## config.mk

```make
export PLATFORM = sky130hd
export DESIGN_NAME = apb_master_bridge
export DESIGN_NICKNAME = d
export VERILOG_FILES = /design/src/rtl/apb_master_bridge.sv
export SDC_FILE = /design/constraint.sdc
export NUM_CORES = 1
export LEC_CHECK = 0
export ABC_AREA = 0
export BUFFER_PORTS_ARGS = -buffer_cell sky130_fd_sc_hd__buf_2
export CAP_MARGIN = 10
export CORE_MARGIN = 10
export CORE_UTILIZATION = 45
export CTS_BUF_LIST = sky130_fd_sc_hd__clkbuf_4 sky130_fd_sc_hd__clkbuf_8 sky130_fd_sc_hd__clkbuf_16
export DETAILED_ROUTE_END_ITERATION = 10
export GPL_TIMING_DRIVEN = 0
export PLACE_DENSITY = 0.88
export SKIP_LAST_GASP = 1
export SYNTH_ARGS = -nofsm -noshare
export SYNTH_HDL_FRONTEND = slang
export SYNTH_SLANG_ARGS = --single-unit
```

## constraint.sdc

```tcl
create_clock -name clk -period 2.41 [get_ports clk]
set_clock_uncertainty 0.1 [all_clocks]
set_input_delay 0.6025 -clock clk [delete_from_list [all_inputs] [get_ports clk]]
set_output_delay 0.6025 -clock clk [all_outputs]
set_load 0.02 [all_outputs]
```

## src/rtl/apb_master_bridge.sv

```systemverilog
// APB master bridge: turns a single-request core interface into APB SETUP/ACCESS sequences.
// Optional ACCESS-phase timeout abort is enabled by defining APB_MASTER_TIMEOUT_EN.
//
//   state  | meaning
//   IDLE   | no transfer; PSEL low, request accepted here
//   SETUP  | PSEL high, PENABLE low for one cycle
//   ACCESS | PSEL and PENABLE high until PREADY (or timeout)
module apb_master_bridge #(
  parameter int BUS_WIDTH      = 16,
  parameter int DATA_WIDTH     = 16,
  parameter int TIMEOUT_CYCLES = 255
) (
  input  logic                  clk,
  input  logic                  reset,
  input  logic                  req,
  input  logic                  req_we,
  input  logic [BUS_WIDTH-1:0]  req_addr,
  input  logic [DATA_WIDTH-1:0] req_wdata,
  output logic                  busy,
  output logic                  done,
  output logic                  err,
  output logic [DATA_WIDTH-1:0] rdata,
  output logic [BUS_WIDTH-1:0]  M_PADDR,
  output logic                  M_PWRITE,
  output logic                  M_PSELx,
  output logic                  M_PENABLE,
  output logic [DATA_WIDTH-1:0] M_PWDATA,
  input  logic [DATA_WIDTH-1:0] M_PRDATA,
  input  logic                  M_PREADY
);

  typedef enum logic [1:0] {
    IDLE   = 2'd0,
    SETUP  = 2'd1,
    ACCESS = 2'd2
  } state_t;

  state_t state, next_state;

  logic accept;
  logic complete;
  logic timeout;

  logic                  busy_d, done_d, err_d, psel_d, penable_d, pwrite_d;
  logic [DATA_WIDTH-1:0] rdata_d, pwdata_d;
  logic [BUS_WIDTH-1:0]  paddr_d;

  if (TIMEOUT_CYCLES < 1) begin : g_bad_timeout
    $error("apb_master_bridge: TIMEOUT_CYCLES must be at least 1");
  end

  assign accept   = (state == IDLE) && req;
  assign complete = (state == ACCESS) && M_PREADY;

`ifdef APB_MASTER_TIMEOUT_EN
  localparam int CNT_W = (TIMEOUT_CYCLES >= 256) ? $clog2(TIMEOUT_CYCLES + 1) : 8;
  localparam logic [CNT_W-1:0] TO_LAST = CNT_W'(TIMEOUT_CYCLES - 1);

  logic [CNT_W-1:0] wait_cnt;

  // Held at zero outside ACCESS, so it is clear on every entry to ACCESS.
  always_ff @(posedge clk or posedge reset) begin
    if (reset) begin
      wait_cnt <= '0;
    end else if (state != ACCESS) begin
      wait_cnt <= '0;
    end else if (!M_PREADY) begin
      wait_cnt <= wait_cnt + 1'b1;
    end
  end

  // A PREADY in the expiring cycle wins: timeout requires PREADY low.
  assign timeout = (state == ACCESS) && !M_PREADY && (wait_cnt == TO_LAST);
`else
  assign timeout = 1'b0;
`endif

  always_ff @(posedge clk or posedge reset) begin
    if (reset) begin
      state <= IDLE;
    end else begin
      state <= next_state;
    end
  end

  always_comb begin
    next_state = state;
    case (state)
      IDLE:    if (req) next_state = SETUP;
      SETUP:   next_state = ACCESS;
      ACCESS:  if (complete || timeout) next_state = IDLE;
      default: next_state = IDLE;
    endcase
  end

  // Registered outputs are computed from next_state so they line up with the state register.
  always_comb begin
    busy_d    = (next_state != IDLE);
    psel_d    = (next_state != IDLE);
    penable_d = (next_state == ACCESS);
    done_d    = complete || timeout;
    err_d     = timeout;
    paddr_d   = M_PADDR;
    pwrite_d  = M_PWRITE;
    pwdata_d  = M_PWDATA;
    rdata_d   = rdata;
    if (accept) begin
      paddr_d  = req_addr;
      pwrite_d = req_we;
      pwdata_d = req_wdata;
    end
    if (complete && !M_PWRITE) begin
      rdata_d = M_PRDATA;
    end else if (timeout) begin
      rdata_d = '0;
    end
  end

  always_ff @(posedge clk or posedge reset) begin
    if (reset) begin
      busy      <= 1'b0;
      done      <= 1'b0;
      err       <= 1'b0;
      rdata     <= '0;
      M_PADDR   <= '0;
      M_PWRITE  <= 1'b0;
      M_PSELx   <= 1'b0;
      M_PENABLE <= 1'b0;
      M_PWDATA  <= '0;
    end else begin
      busy      <= busy_d;
      done      <= done_d;
      err       <= err_d;
      rdata     <= rdata_d;
      M_PADDR   <= paddr_d;
      M_PWRITE  <= pwrite_d;
      M_PSELx   <= psel_d;
      M_PENABLE <= penable_d;
      M_PWDATA  <= pwdata_d;
    end
  end

endmodule
```

Word level (Yosys, flattened, before mapping). Cells that the tools add are included.

Bits in registers: 54. Latch bits: 0. Memory bits (writable): 0. ROM bits: 0. Input bits: 53. Output and inout port bits: 54. Logic and storage cells: 20. Memories: 0.

Add/sub/neg operators: 0. Multiply operators: 0. Div/mod/pow operators: 0. Order comparisons: 0. Equal/unequal tests: 3. Shift operators: 0. Multiplexer cells: 3. Bitwise operators: 0. Reductions and logical operators: 6.

Operator list (count): $pmux 2 s3 (1); $eq 2x2->1 const B (2); $mux 2 (2); $logic_and 1x1->1 (3); $eq 2x1->1 const B (1); $logic_not 2->1 (1); $reduce_bool 2->1 (1); $logic_not 1->1 (1).

Logic depth before layout (Yosys ltp). Gate-level depths: netlist of the first run.

Depth in word-level cells: 5. Mapped depth: 4. Mapped depth without buffers: 2.

Least setup slack after synthesis of the first run. No wires, ideal clock.

Kind: input to register. From: input port req. To: register M_PADDR[0]. Arrival time: 1.440 ns. Data required time: 2.185 ns. Slack: 0.745 ns. Stages on the path: 3. Buffers on the path: 1. Cell sequence: nor3b_4 -> buf_6 -> mux2_2.

Word-level cells in the longest chain between the ends: 1.

Ends and longest elaborated chain: start: declaration (line 15) `input logic req,`; $logic_and 1x1->1 (line 52) `assign accept = (state == IDLE) && req;`; end signal: assignment (line 135) `M_PADDR <= paddr_d;`; end: declaration (line 23) `output logic [BUS_WIDTH-1:0] M_PADDR,`.

Every way passes these cells. A chain may end at the register's enable or synchronous reset.

Final worst setup path of the first run.
From: register state[0]. To: register M_PADDR[10].

Word-level cells in the longest chain between the ends: 2.

Ends and longest elaborated chain: start: declaration (line 38) `state_t state, next_state;`; start signal: assignment (line 82) `state <= next_state;`; $logic_not 2->1 (line 52); $logic_and 1x1->1 (line 52).

Every way passes these cells.

==> run metrics, run 1 <==
mux share of post-synthesis cell area=0.281; Root Buffer=clkbuf_8; total CTS buffers=5; Post-Synth Simple-Gate Area=0.0250; PnR worst setup slack=715 ps; critical-path cell list=nor3b_4 > buf_6 > mux2_2; Avg WL per Cell=18.2 um; Fill cells=376; vias in the first global route=1,521; Peak Freq=590 MHz; Post-Syn Nets=175; crit path launch=state[0]$_DFF_PP0_; vias per cell=4.85; CP max FO=10; clock tree buffer depth=2; RSZ-0062 raised after global routing=false; cts hold-fix bufs=0; post-synthesis adder-cell area fraction=0; min-delay worst type=input port to asynchronous set/reset pin; die outline area=0.00780 mm^2; Crit path max-delay family=simple AND/OR/NAND/NOR gates; clk sink count=54; Power Total=3.98 mW; CP Capture Type=flop; Antenna Nets Post-Route=0; grt ovf=0; initial antenna violation count=0; Peak VDD IR=0.000630 V; I/O Pins=107; die height=88.3 um; post-synthesis compound-gate area fraction=0.00774; Buffers on Ports=105; dpl hpwl=4.27 mm; max cap viols=0; num rows=24; Power Density=1420 mW/mm^2; largest net degree at the start of global routing=31; global-route wire length before repair=7.89 mm; CP max-delay cell=nor3b_4; worst skew pair latency=290 ps; Area Overhead vs Synth=33.4%; Layout Nets=288; 1st-iter DRT viols=58; CP startpoint kind=flop; clock-pin slew on the worst setup and hold paths=90 ps; initial core utilization=0.473; Crit Path Category=flop to flop; Rel. slew slack=0.632; CTS tree=yes; CP max stage delay=470 ps; placed cells=280; Static Leak=1.42 nW; pre-CTS setup slack=467 ps; gr usage total=0.129; vias post-DR=1,397; post-synthesis xor/xnor area fraction=0; setup bufs post-CTS=0; post-synthesis sequential area ratio=0.643; fin. max-slew vios=0; Syn. warnings=0; Core Box Area=0.00444 mm^2; Mapped Cells=122; largest family of logic cells by synthesized area=multiplexers; Hold Violations, Final=0; Worst EP required=2490 ps; Mapped Area=0.00210 mm^2; synthesized area per cell=17.2 um^2; min Tclk post-route=1690 ps; layout cells sized above 1=0.682; Finished Layout Cells=288; die width=88.3 um; CTS H-tree lvls=2; Worst Tran Pin Value=551 ps; Synth cell types=16; Post-route DRC=0; Yosys reg bits=54; Reg-to-Reg Start=state[0]$_DFF_PP0_; Period Utilization, post-route=0.703; post-cts resize count=0; gpl congestion=0.720; Final Util=0.630; final setup vio count=0; ant diodes=0; status=finished, final reports clean; Worst EP arrival=1770 ps; drt first pass iters=4; final WL=5.23 mm; Worst Path Buf+Inv=1
-- worst reg2reg max path, delay by kind of cell, from the launching register on --
kind          cells  cell delay [ps]
buf+inv           1              230
mux               1              350
flops             1              440
simple gates      1              470
-- placed cells by master, fill, tap and decap left out --
master      n
buf_2     105
dfrtp_1    54
mux2_2     28
mux2_1     11
mux2_4     10
clkbuf_8    5
buf_6       4
buf_12      2
nor2_1      2
o21ai_0     2
buf_4       2
nor3b_4     1
and4bb_1    1
inv_1       1
nand2b_1    1
or2b_1      1
o22ai_1     1
inv_2       1
conb_1      1
clkbuf_4    1
clkinv_4    1
clkinv_2    1
-- cell families (layout without fill, tap and decap cells) --
family | after synthesis | count (layout)
compound gates | 3 | 3
buf+inv | 9 | 123
flops | 54 | 54
mux | 49 | 49
other cells | 1 | 1
simple gates | 6 | 6
-- metrics by stage --
stage / instance area (um^2) / hold slack [ps] / TNS (ps)
2_1_floorplan: 2100 / 427 / 0
3_3_place_gp: 2690 / 364 / -12870
3_5_place_dp: 2710 / 373 / 0
4_1_cts: 2800 / 266 / 0
5_1_grt: 2800 / 273 / 0
6_report: 2800 / 249 / 0
-- Yosys cell counts --
cell / count / area share
mux2_4: 10 / 0.071
and4bb_1: 1 / 0.0060
mux2_1: 11 / 0.059
or2b_1: 1 / 0.0036
buf_12: 1 / 0.0095
o22ai_1: 1 / 0.0030
buf_4: 2 / 0.0071
inv_1: 2 / 0.0036
dfrtp_1: 54 / 0.64
nor2_1: 2 / 0.0036
o21ai_0: 2 / 0.0048
conb_1: 1 / 0.0018
buf_6: 4 / 0.021
nand2b_1: 1 / 0.0030
mux2_2: 28 / 0.15
nor3b_4: 1 / 0.0089
-- power by group --
part / internal [mW] / total (mW) / switching (mW) / leakage [nW]
registers: 1.36 / 1.58 / 0.226 / 0.641
logic: 0.836 / 1.90 / 1.07 / 0.728
clock network: 0.217 / 0.495 / 0.278 / 0.0486
total: 2.41 / 3.98 / 1.57 / 1.42
-- path summary, 6_finish.rpt --
path | slack, ps | depth (start not counted) | endpoint
worst min-delay path | 250 | 2 | rdata[2]$_DFFE_PP0P_
max in group asynchronous | 1420 | 3 | M_PADDR[7]$_DFFE_PP0P_
worst max register to register | 720 | 3 | M_PADDR[10]$_DFFE_PP0P_
worst max-delay path | 720 | 3 | M_PADDR[10]$_DFFE_PP0P_
min in group clk | 390 | 1 | M_PWDATA[6]$_DFFE_PP0P_
worst min register to register | 390 | 1 | M_PWDATA[6]$_DFFE_PP0P_
-- flip-flops by register name, indices dropped and copies added (netlist names) --
register,cells
done,1
M_PENABLE,1
M_PWRITE,1
state,2
M_PSELx,1
M_PWDATA,16
M_PADDR,16
rdata,16
-- layer usage --
layer  up-vias  GRT usage  wire length (um)
met5         -          0                 0
met4         0     0.0441                36
met3         2     0.0368               527
met2        65      0.232              2740
met1       685      0.144              1920
li1        645          -                 -
-- area by class of cell --
class	instances	area, um^2	area share
clock buffer	6	76.3	0.0272
clock inverter	2	13.8	0.00491
tap	52	65.1	0.0232
buffer	7	80.1	0.0286
inverter	2	7.51	0.00268
timing repair buffer	106	546	0.195
multi-input combinational	59	662	0.236
sequential	54	1350	0.482
Power figures use the tool's default switching activity.
==> run 2: changes to the inputs <==
Settings changed: CORE_UTILIZATION 45 to 40, PLACE_DENSITY 0.88 to 0.84.
Clock period 2.41 ns to 1.45 ns, I/O delays scaled along.
==> run metrics, run 2 (same netlist as run 1, synthesis figures left out) <==
status=finished with violations; failing checks=negative setup slack; layout cells sized above 1=0.745; CP max FO=8; RSZ-0062 raised after global routing=true; CP max-delay cell=dfrtp_2; max cap viols=0; ant diodes=0; vias per cell=4.65; Core Box Area=0.00511 mm^2; CP Capture Type=flop; die height=92.5 um; die width=92.5 um; gpl congestion=0.773; total CTS buffers=5; gr usage total=0.122; Buffers on Ports=105; I/O Pins=107; vias post-DR=1,456; global-route wire length before repair=8.60 mm; grt ovf=0; vias in the first global route=1,649; Avg WL per Cell=17.9 um; Worst EP required=1540 ps; min Tclk post-route=1530 ps; drt first pass iters=4; num rows=26; initial core utilization=0.411; Static Leak=1.57 nW; final hold slack=186 ps; CP startpoint kind=flop; clock tree buffer depth=2; Period Utilization, post-route=1.05; Layout Nets=296; register area=0.00136 mm^2; commonest non-fill, non-tap cell in the layout=buf_2; CTS tree=yes; clock-pin slew on the worst setup and hold paths=90 ps; final WL=5.60 mm; Post-route DRC=0; Crit Path Category=flop to flop; Root Buffer=clkbuf_8; Hold Violations, Final=0; CP max stage delay=430 ps; area occupied by multi-input gates=771 um^2; commonest cells after routing, fill and taps aside=104 x buf_2, 51 x dfrtp_1, 39 x mux2_4; Final TNS setup=-2200 ps; die outline area=0.00855 mm^2; Peak VDD IR=0.00103 V; top flop regs=M_PADDR x16, M_PWDATA x16, rdata x16; CTS H-tree lvls=2; Worst EP arrival=1620 ps; PnR worst setup slack=-75.8 ps; Fill cells=415; Power Total=7.25 mW; Antenna Nets Post-Route=0; worst skew pair latency=300 ps; min-delay worst type=input port to flop; Area Overhead vs Synth=46.5%; largest net degree at the start of global routing=55; dpl hpwl=3.96 mm; fin. max-slew vios=0; Power Density=2360 mW/mm^2; clk sink count=54; final setup vio count=44; initial antenna violation count=1; Peak Freq=655 MHz; critical-path cell list=and4bb_1 > buf_6 > clkbuf_16 > mux2_4; 1st-iter DRT viols=44
## run 2: cell types whose count changed in the layout (fill, tap and decap cells not counted), sizes merged
cell | previous run | this run
buf | 113 | 118
clkinvlp | 0 | 3
clkinv | 2 | 0
clkbuf | 6 | 7
dlygate4sd3 | 0 | 1
inv | 2 | 1
## run 2: worst paths after layout
check	cells past startpoint	from	end	slack, ps
worst max-delay path	4	state[0]$_DFF_PP0_	rdata[9]$_DFFE_PP0P_	-80
worst min-delay path	2	req_addr[6]	M_PADDR[6]$_DFFE_PP0P_	190
worst max register to register	4	state[0]$_DFF_PP0_	rdata[9]$_DFFE_PP0P_	-80
worst min register to register	1	rdata[12]$_DFFE_PP0P_	rdata[12]$_DFFE_PP0P_	410
max in group asynchronous	4	reset	M_PWRITE$_DFFE_PP0P_	190
min in group asynchronous	3	reset	M_PWDATA[12]$_DFFE_PP0P_	530
## run 2: report_power, final
group	internal (mW)	switching (mW)	leakage, nW
Sequential	2.27	0.406	0.637
Combinational	1.89	1.88	0.897
Clock	0.331	0.473	0.0362
Total	4.49	2.76	1.57
## run 2: what timing repair did
action	4_1_cts	5_1_grt
setup endpoints to repair	43	50
pin swaps	1	1
gates cloned	2	2
hold buffers	0	1
hold endpoints to repair	0	8
buffers inserted	2	2
resized for setup	15	23
## run 2: layout make-up
cell class / count / share of cell area
sequential: 54 / 0.440
multi-input combinational: 59 / 0.251
timing repair buffer: 115 / 0.224
tap: 70 / 0.0285
buffer: 6 / 0.0260
clock buffer: 5 / 0.0224
clock inverter: 2 / 0.00488
inverter: 2 / 0.00366
## run 2: per-layer routing
layer	global-route usage	wire, um
met2	0.196	2720
met4	0.0308	48
met1	0.143	2340
met5	0	0
met3	0.0597	489
## run 2: per-stage QoR
| stage | utilization | setup WS [ps] | cells | area [um^2] |
|---|---|---|---|---|
| after detailed placement | 0.534 | -250 | 297 | 2730 |
| after global placement | 0.534 | -227 | 297 | 2730 |
| after CTS | 0.569 | -90.7 | 308 | 2910 |
| final | 0.602 | -75.8 | 313 | 3080 |
| after floorplan | - | -52.6 | 122 | 2110 |
| after global routing | 0.602 | -109 | 313 | 3080 |
## run 2: critical path: cells and delay by family (launching register included)
| family | cells | cell delay, ps |
|---|---|---|
| flip-flops | 1 | 430 |
| AND/OR/NAND/NOR | 1 | 270 |
| buffers and inverters | 2 | 320 |
| multiplexers | 1 | 300 |
